===== src/rtl/cpu_feeder_pkg.sv =====
// cpu_feeder_pkg: shared state encoding and program byte layout for the instruction feeder
package cpu_feeder_pkg;
  typedef enum logic [2:0] {IDLE, ISSUE, WAIT_EXEC, SETTLE, DONE} state_t;
  localparam logic [3:0] HALT_OP = 4'hF;
  localparam int OP_LSB = 0;
  localparam int OP_MSB = 3;
  localparam int DATA_LSB = 4;
  localparam int DATA_MSB = 7;
  function automatic logic [3:0] byte_op(input logic [7:0] b);
    return b[OP_MSB:OP_LSB];
  endfunction
  function automatic logic [3:0] byte_data(input logic [7:0] b);
    return b[DATA_MSB:DATA_LSB];
  endfunction
endpackage


===== src/rtl/prog_buffer.sv =====
// prog_buffer: DEPTH x 8 program store, synchronous write, asynchronous read, zeroed on reset
module prog_buffer #(
  parameter int DEPTH = 16,
  parameter int AW = $clog2(DEPTH)
) (
  input  logic          clk,
  input  logic          rst,
  input  logic          we,
  input  logic [AW-1:0] waddr,
  input  logic [7:0]    wdata,
  input  logic [AW-1:0] raddr,
  output logic [7:0]    rdata
);
  logic [7:0] mem [DEPTH];
  assign rdata = mem[raddr];
  always_ff @(posedge clk or posedge rst)
    if (rst) for (int i = 0; i < DEPTH; i++) mem[i] <= '0;
    else if (we) mem[waddr] <= wdata;
endmodule


===== src/rtl/cpu_prog_feeder.sv =====
// cpu_prog_feeder: buffers program bytes and replays them one step at a time into the accumulator CPU
module cpu_prog_feeder
  import cpu_feeder_pkg::*;
#(
  parameter int DEPTH = 16,
  parameter int TIMEOUT_CYC = 8,
  localparam int AW = $clog2(DEPTH),
  localparam int CW = $clog2(DEPTH) + 1
) (
  input  logic          clk,
  input  logic          rst,
  input  logic          wr_valid,
  output logic          wr_ready,
  input  logic [7:0]    wr_byte,
  input  logic          clear,
  input  logic          start,
  input  logic          abort,
  input  logic          cpu_exec,
  input  logic          cpu_halt,
  output logic [7:0]    instr_out,
  output logic          load_instr,
  output logic          step,
  output logic          busy,
  output logic          done,
  output logic          error,
  output logic [CW-1:0] count,
  output logic [CW-1:0] issued
);
  localparam int TW = $clog2(TIMEOUT_CYC + 1);
  localparam logic [TW-1:0] TMO_LAST = TW'(TIMEOUT_CYC - 1);
  localparam logic [CW-1:0] FULL = CW'(DEPTH);
  state_t state;
  logic [CW-1:0] ptr;
  logic [TW-1:0] tmo;
  logic [7:0] rdata;
  logic [AW-1:0] raddr;
  assign wr_ready = (state == IDLE || state == DONE) && count < FULL && !clear && !start;
  // start always fetches entry 0; later issues read the already-advanced pointer
  assign raddr = state == SETTLE ? ptr[AW-1:0] : '0;
  prog_buffer #(.DEPTH(DEPTH)) u_buf (
    .clk(clk), .rst(rst), .we(wr_valid && wr_ready), .waddr(count[AW-1:0]),
    .wdata(wr_byte), .raddr(raddr), .rdata(rdata)
  );
  always_ff @(posedge clk or posedge rst)
    if (rst) begin
      state <= IDLE;
      ptr <= '0;
      tmo <= '0;
      instr_out <= '0;
      load_instr <= 1'b0;
      step <= 1'b0;
      busy <= 1'b0;
      done <= 1'b0;
      error <= 1'b0;
      count <= '0;
      issued <= '0;
    end else begin
      if (wr_valid && wr_ready) count <= count + 1'b1;
      if (abort) begin
        state <= IDLE;
        load_instr <= 1'b0;
        step <= 1'b0;
        busy <= 1'b0;
        done <= 1'b0;
        error <= 1'b0;
      end else case (state)
        IDLE, DONE: if (clear) begin
          state <= IDLE;
          count <= '0;
          issued <= '0;
          done <= 1'b0;
          error <= 1'b0;
        end else if (start) begin
          ptr <= '0;
          issued <= '0;
          error <= 1'b0;
          if (count == '0) begin
            state <= DONE;
            done <= 1'b1;
          end else begin
            state <= ISSUE;
            instr_out <= rdata;
            load_instr <= 1'b1;
            step <= 1'b1;
            busy <= 1'b1;
            done <= 1'b0;
          end
        end
        ISSUE: begin
          state <= WAIT_EXEC;
          step <= 1'b0;
          tmo <= '0;
        end
        WAIT_EXEC: if (cpu_exec) begin
          state <= SETTLE;
          load_instr <= 1'b0;
          ptr <= ptr + 1'b1;
          issued <= issued + 1'b1;
        end else if (tmo == TMO_LAST) begin
          state <= DONE;
          load_instr <= 1'b0;
          busy <= 1'b0;
          done <= 1'b1;
          error <= 1'b1;
        end else tmo <= tmo + 1'b1;
        SETTLE: if (cpu_halt || ptr == count) begin
          state <= DONE;
          busy <= 1'b0;
          done <= 1'b1;
        end else begin
          state <= ISSUE;
          instr_out <= rdata;
          load_instr <= 1'b1;
          step <= 1'b1;
        end
        default: state <= IDLE;
      endcase
    end
endmodule

===== config.mk =====
export PLATFORM = sky130hd
export DESIGN_NAME = cpu_prog_feeder
export DESIGN_NICKNAME = d
export VERILOG_FILES = /design/src/rtl/cpu_feeder_pkg.sv /design/src/rtl/prog_buffer.sv /design/src/rtl/cpu_prog_feeder.sv
export SDC_FILE = /design/constraint.sdc
export NUM_CORES = 1
export LEC_CHECK = 0
export ABC_AREA = 0
export BUFFER_PORTS_ARGS = -buffer_cell sky130_fd_sc_hd__buf_4
export CAP_MARGIN = 20
export CORE_ASPECT_RATIO = 1.2
export CORE_UTILIZATION = 40
export CTS_CLUSTER_DIAMETER = 150
export DETAILED_ROUTE_END_ITERATION = 7
export HOLD_SLACK_MARGIN = 0.06
export PLACE_DENSITY = 0.64
export SETUP_SLACK_MARGIN = 0.02
export SYNTH_ARGS = -nofsm -noshare
export SYNTH_HDL_FRONTEND = slang
export SYNTH_SLANG_ARGS = --single-unit

===== constraint.sdc =====
create_clock -name clk -period 5.2 [get_ports clk]
set_clock_uncertainty 0.15 [all_clocks]
set_input_delay 0.52 -clock clk [delete_from_list [all_inputs] [get_ports clk]]
set_output_delay 0.52 -clock clk [all_outputs]
set_load 0.01 [all_outputs]

### Word-level counts from Yosys, hierarchy flattened

Cells that the tools add are included.
Widths: inputs -> output; s select.

| cells by class | value |
|---|---|
| equality and inequality tests | 23 |
| magnitude comparators | 4 |
| mux-type cells | 60 |
| reductions and logical operators | 28 |
| bitwise operators | 3 |
| add/subtract/negate cells | 4 |

Operator list:

| cell | count |
|---|---|
| $bwmux 128 | 1 |
| $mux 8 | 7 |
| $mux 5 | 9 |
| $bmux 8 s4 | 1 |
| $demux 8 s4 | 1 |
| $mux 1 | 21 |
| $mux 3 | 7 |
| $ne 3x3->1 const B | 7 |
| $pmux 5 s2 | 2 |
| $pmux 8 s2 | 1 |
| $add 5x1->5 const B | 3 |
| $reduce_and 5->1 | 3 |
| $ne 2x2->1 const B | 7 |
| $mux 4 | 3 |
| $pmux 1 s3 | 4 |
| $pmux 3 s4 | 1 |
| $reduce_and 4->1 | 3 |
| $reduce_and 6->1 | 2 |
| $ge 5x5->1 const B | 2 |
| $not 4->5 | 2 |
| $ne 4x4->1 const B | 2 |
| $pmux 4 s2 | 1 |
| $reduce_bool 4->1 | 2 |
| $reduce_and 7->1 | 1 |
| 20 further kinds | 29 |

| storage, ports and cells | value |
|---|---|
| word-level logic and storage cells | 149 |
| input bits | 16 |
| register bits | 163 |
| output and inout bits | 24 |

### Logic depth before layout (Yosys ltp)

| depth | value |
|---|---|
| depth in word-level cells | 10 |
| gate-level depth with buffers | 9 |
| depth with buffers taken out | 7 |

### By module

From an unflattened synthesis, not the netlist that was laid out.

| unflattened totals | value |
|---|---|
| cell total of the unflattened synthesis | 568 |
| area, all modules | 7,858.8 µm² |

Modules (own cells, without submodules):

| module | times used | seq. area each (µm²) | area an instance (µm²) | cells an instance |
|---|---|---|---|---|
| prog_buffer | 1 | 3,203.1 | 5,895.7 | 371 |
| cpu_prog_feeder | 1 | 875.8 | 1,963.1 | 197 |

### Least setup slack after synthesis

Ideal clock, no wire load.

| timing | value |
|---|---|
| kind | register -> register |
| from | register count[0] |
| to | register instr_out[7] |
| setup time | 0.130 ns |
| stages on the path, launching flop included | 10 |
| data required time | 4.920 ns |
| setup slack | 2.980 ns |
| period minus slack after synthesis | 2.220 ns |
| data arrival time | 1.939 ns |
| buffers on the path | 2 |
| cells stage by stage | dfrtp_1 > inv_1 > ha_1 > buf_2 > or4b_1 > and2_4 > nand2_4 > and2_4 > buf_6 > o41ai_4 |

| on the way | value |
|---|---|
| word-level cells in the longest chain between the ends | 4 |
| elaborated cells on any way between the ends | 6 |
| classes of those cells | eq/ne (3); reduce/logical (3) |

RTL lines:

| what | line | source |
|---|---|---|
| start: declaration | cpu_prog_feeder.sv:26 | `output logic [CW-1:0] count,` |
| start signal: assignment | cpu_prog_feeder.sv:58 | `if (wr_valid && wr_ready) count <= count + 1'b1;` |
| $eq 5x5->1 | cpu_prog_feeder.sv:106 | `SETTLE: if (cpu_halt \|\| ptr == count) begin` |
| $logic_or 1x1->1 | cpu_prog_feeder.sv:106 |  |
| $ne 2x2->1 (no source line) | n/a |  |
| $reduce_and 6->1 (no source line) * | n/a |  |
| end signal: assignment | cpu_prog_feeder.sv:82 | `instr_out <= rdata;` |
| end signal: assignment | cpu_prog_feeder.sv:112 | `instr_out <= rdata;` |
| end: declaration | cpu_prog_feeder.sv:20 | `output logic [7:0] instr_out,` |

Every way passes the cells marked *; elsewhere a longest branch is shown, timed or not.
A chain may end at the register's enable or synchronous reset.

### Final worst setup path

| timing | value |
|---|---|
| from | register ptr[2] |
| to | register instr_out[0] |

| on the way | value |
|---|---|
| word-level cells in the longest chain between the ends | 9 |
| elaborated cells on any way between the ends | 14 |
| classes of those cells | eq/ne (2); mux (9); bitwise (1); reduce/logical (2) |

RTL lines:

| what | line | source |
|---|---|---|
| start: declaration | cpu_prog_feeder.sv:33 | `logic [CW-1:0] ptr;` |
| start signal: assignment | cpu_prog_feeder.sv:97 | `ptr <= ptr + 1'b1;` |
| $mux 4 | cpu_prog_feeder.sv:39 | `assign raddr = state == SETTLE ? ptr[AW-1:0] : '0;` |
| $not 4->5 (not written as such) | prog_buffer.sv:15 | `assign rdata = mem[raddr];` |
| $bmux 8 s4 | prog_buffer.sv:15 |  |
| $mux 8 (not written as such) (2 in a row) | prog_buffer.sv:15 |  |
| $mux 8 | cpu_prog_feeder.sv:77 | `if (count == '0) begin` |
| $mux 8 | cpu_prog_feeder.sv:73 | `end else if (start) begin` |
| $mux 8 | cpu_prog_feeder.sv:67 | `IDLE, DONE: if (clear) begin` |
| $pmux 8 s2 | cpu_prog_feeder.sv:66 | `end else case (state)` |

Parallel ways exist; a longest one is shown, timed or not. The select of a mux whose other input is x is not followed.

==> flow_summary.toml <==
[cells_and_area]
drive_above_1_share = 0.339
fin_nets = 719
fill_cells = 1794
n_antenna_cell = 0
syn2layout_area_growth_pct = 13.5

[cts]
cts_setup_buffers = 0
clk_pin_slew_ps = 60
ctsResizeCount = 0
cts.sink_count = 163
cts_tree = "yes"
clockBufferDepth = 2
cts-htree-levels = 4
cts-buffers-inserted = 17
clk_latency_ps = 420
clock-root-buffer = "clkbuf_16"

[logic_synthesis]
ys_seq_elements = 163
netlist_area_sq_um = 8150
synth_nets = 698
synth.distinct_cells = 60
synth-main-ff-cell = "dfrtp_1"
async_flop_share = 1.00
synth_edf_count = 0
ys_warn_count = 0
ys_seq_area_frac = 0.501
syn_inst = 675
avgSynthCellArea_sq_um = 12.1

[worst_setup_path]
slowest_delay_ps = 900
startpoint_type = "register"
worstPathRequired_ps = 5380
critPathArrivalTime_ps = 2890
cp_slowest_cell = "dfrtp_2"
endpoint_kind = "register"
critPathKind = "register to register"
critPathMaxFanout = 38
path_common_cell = "nor3_1"
cp_cell_sequence = "buf_4 -> nand2b_1 -> nor3_1 -> nor4_1 -> nor3_1 -> o31ai_1"

[sta]
hold_violations = 0
setup_viol = 0
tns_ps = 0
period_needed_ps = 2710
slew_headroom = 0.457
timing.final.crit_share = 0.521
tightest_slew_ps = 814
slew_violations = 0
rsz0062_at_grt = "no"
fmax_mhz = 369
worst_slack_ps = 2490

[power]
p_leak_nw = 4.20
power_density_nw_per_um2 = 368
vdd_drop_max_v = 0.000236

[outcome]
status = "complete, no violations"

[place]
dp_slack_ps = 2540
hpwl_um = 13300
gp_congestion = 0.854
io_buffers = 39

[grt]
grt_max_degree = 123
grt_pass1_vias = 5804
antenna_found_initial = 0
grt_pass1_wl_um = 31100
grt_usage = 0.195
overflow = 0

[drt]
postRouteAntennaNets = 0
vias = 5638
drt_wl_total_um = 19300
drc = 0
vias_per_cell = 5.81
detail_route.wl_per_cell_um = 19.9
first_pass_iters = 7
drt_iter0_drc = 342

[floorplanning]
die_x_um = 132
die_h_um = 158
initial_utilization = 0.412
ios = 40
row_count = 56
core-area_sq_um = 19800
die_area_sq_um = 20900

[hold_path]
hold_path_class = "input pin to register"

[run]
max-cap-violations = 0
-- layout by cell type, fill, tap and decap left out, drive strengths merged, types with 3 or more instances in the layout --
cell type / instances
a211oi: 7
a21oi: 16
a31oi: 3
and2: 3
buf: 46
bufinv: 4
clkbuf: 20
clkinv: 5
clkinvlp: 3
dfrtp: 163
ha: 7
inv: 6
mux2: 128
mux2i: 39
nand2: 21
nand2b: 5
nand3: 26
nand3b: 3
nand4: 6
nor2: 39
nor2b: 16
nor3: 21
nor4: 10
o21ai: 39
o22ai: 14
o31a: 8
o31ai: 10
or4b: 8
xnor2: 6
xor2: 3
-- routing by layer --
metal,part of all wire,up-vias,GRT usage
met1,0.43,2893,0.240
met5,0,-,0
li1,-,2514,-
met3,0.046,32,0.0331
met2,0.50,199,0.338
met4,0.028,0,0.0843
-- through the flow --
step | area, sq um | hold slack [ps] | power (mW) | utilization | cells
CTS | 9210 | 171 | 3.42 | 0.466 | 968
global route | 9250 | 178 | 3.54 | 0.468 | 970
floorplan | 8150 | 321 | 1.89 | - | 675
global placement | 8570 | 319 | 2.07 | 0.434 | 936
finish | 9250 | 181 | 3.41 | 0.468 | 970
detailed placement | 8570 | 339 | 2.09 | 0.434 | 936
-- power by group --
group | internal (mW) | leakage [nW] | switching (mW)
logic | 0.260 | 1.66 | 0.284
registers | 1.40 | 2.23 | 0.119
clock network | 0.830 | 0.303 | 0.509
total | 2.49 | 4.20 | 0.912
-- what timing repair did --
action                                 4_1_cts  5_1_grt
hold buffers                                 0        1
setup endpoints to repair                    0        0
endpoints found under the hold margin        0       47
-- flip-flops by register name, indices dropped and copies added (netlist names), 3 cells and up --
name       flops
instr_out      8
issued         5
tmo            4
state          3
count          5
u_buf.mem    128
ptr            5
-- area by class of cell --
type	count	area, sq um	share of cell area
tap	261	327	0.0353
sequential	163	4080	0.441
clock buffer	20	457	0.0494
multi-input combinational	461	3800	0.411
inverter	6	27.5	0.00298
timing repair buffer	47	375	0.0406
clock inverter	12	179	0.0194
-- worst paths after layout --
path / from / endpoint / slack (ps) / cells past startpoint
worst max-delay path: ptr[2] / instr_out[0] / 2490 / 6
worst min-delay path: abort / error / 180 / 2
worst max register to register: ptr[2] / instr_out[0] / 2490 / 6
worst min register to register: issued[4] / issued[4] / 340 / 1
max in group asynchronous: rst / u_buf.mem[33] / 3080 / 5
min in group asynchronous: rst / issued[2] / 520 / 3
-- worst max-delay path: cells and delay by family (launching register included) --
family	cells	cell delay [ps]
AO/OA/AOI/OAI	1	200
buffers and inverters	1	360
flip-flops	1	900
AND/OR/NAND/NOR	4	990
-- kinds of logic (layout without fill, tap and decap cells) --
family                     after synthesis  count (layout)  synth area share
adders and majority gates                7               7            0.0107
AOI/OAI and AO/OA                      107             107            0.0846
buffers and inverters                   51              85            0.0332
muxes                                  169             169             0.230
DFF                                    163             163             0.501
xor gates and xnor gates                 9               9           0.00967
and+or+nand+nor                        169             169             0.131
-- cell usage after synthesis (4+ instances only) --
cell type / number / share of area
mux2_2: 128 / 0.18
inv_1: 5 / 0.0023
dfrtp_1: 163 / 0.50
clkbuf_1: 17 / 0.0078
buf_2: 12 / 0.0074
or4b_1: 8 / 0.0098
nor2_1: 38 / 0.018
o21ai_0: 36 / 0.022
nand4_4: 4 / 0.010
nor4_1: 10 / 0.0077
buf_6: 4 / 0.0055
xnor2_1: 6 / 0.0064
a211oi_1: 7 / 0.0064
o31a_1: 8 / 0.0086
nor2b_1: 15 / 0.012
o31ai_1: 10 / 0.0092
buf_4: 9 / 0.0083
mux2i_1: 39 / 0.048
nand2b_1: 5 / 0.0038
nand3_1: 14 / 0.0086
a21oi_1: 16 / 0.0098
nor3_1: 20 / 0.012
nand2_1: 20 / 0.0092
ha_1: 7 / 0.011
nand3_2: 12 / 0.015
o22ai_1: 14 / 0.011
Note: power is estimated with default switching activity, not from simulation.
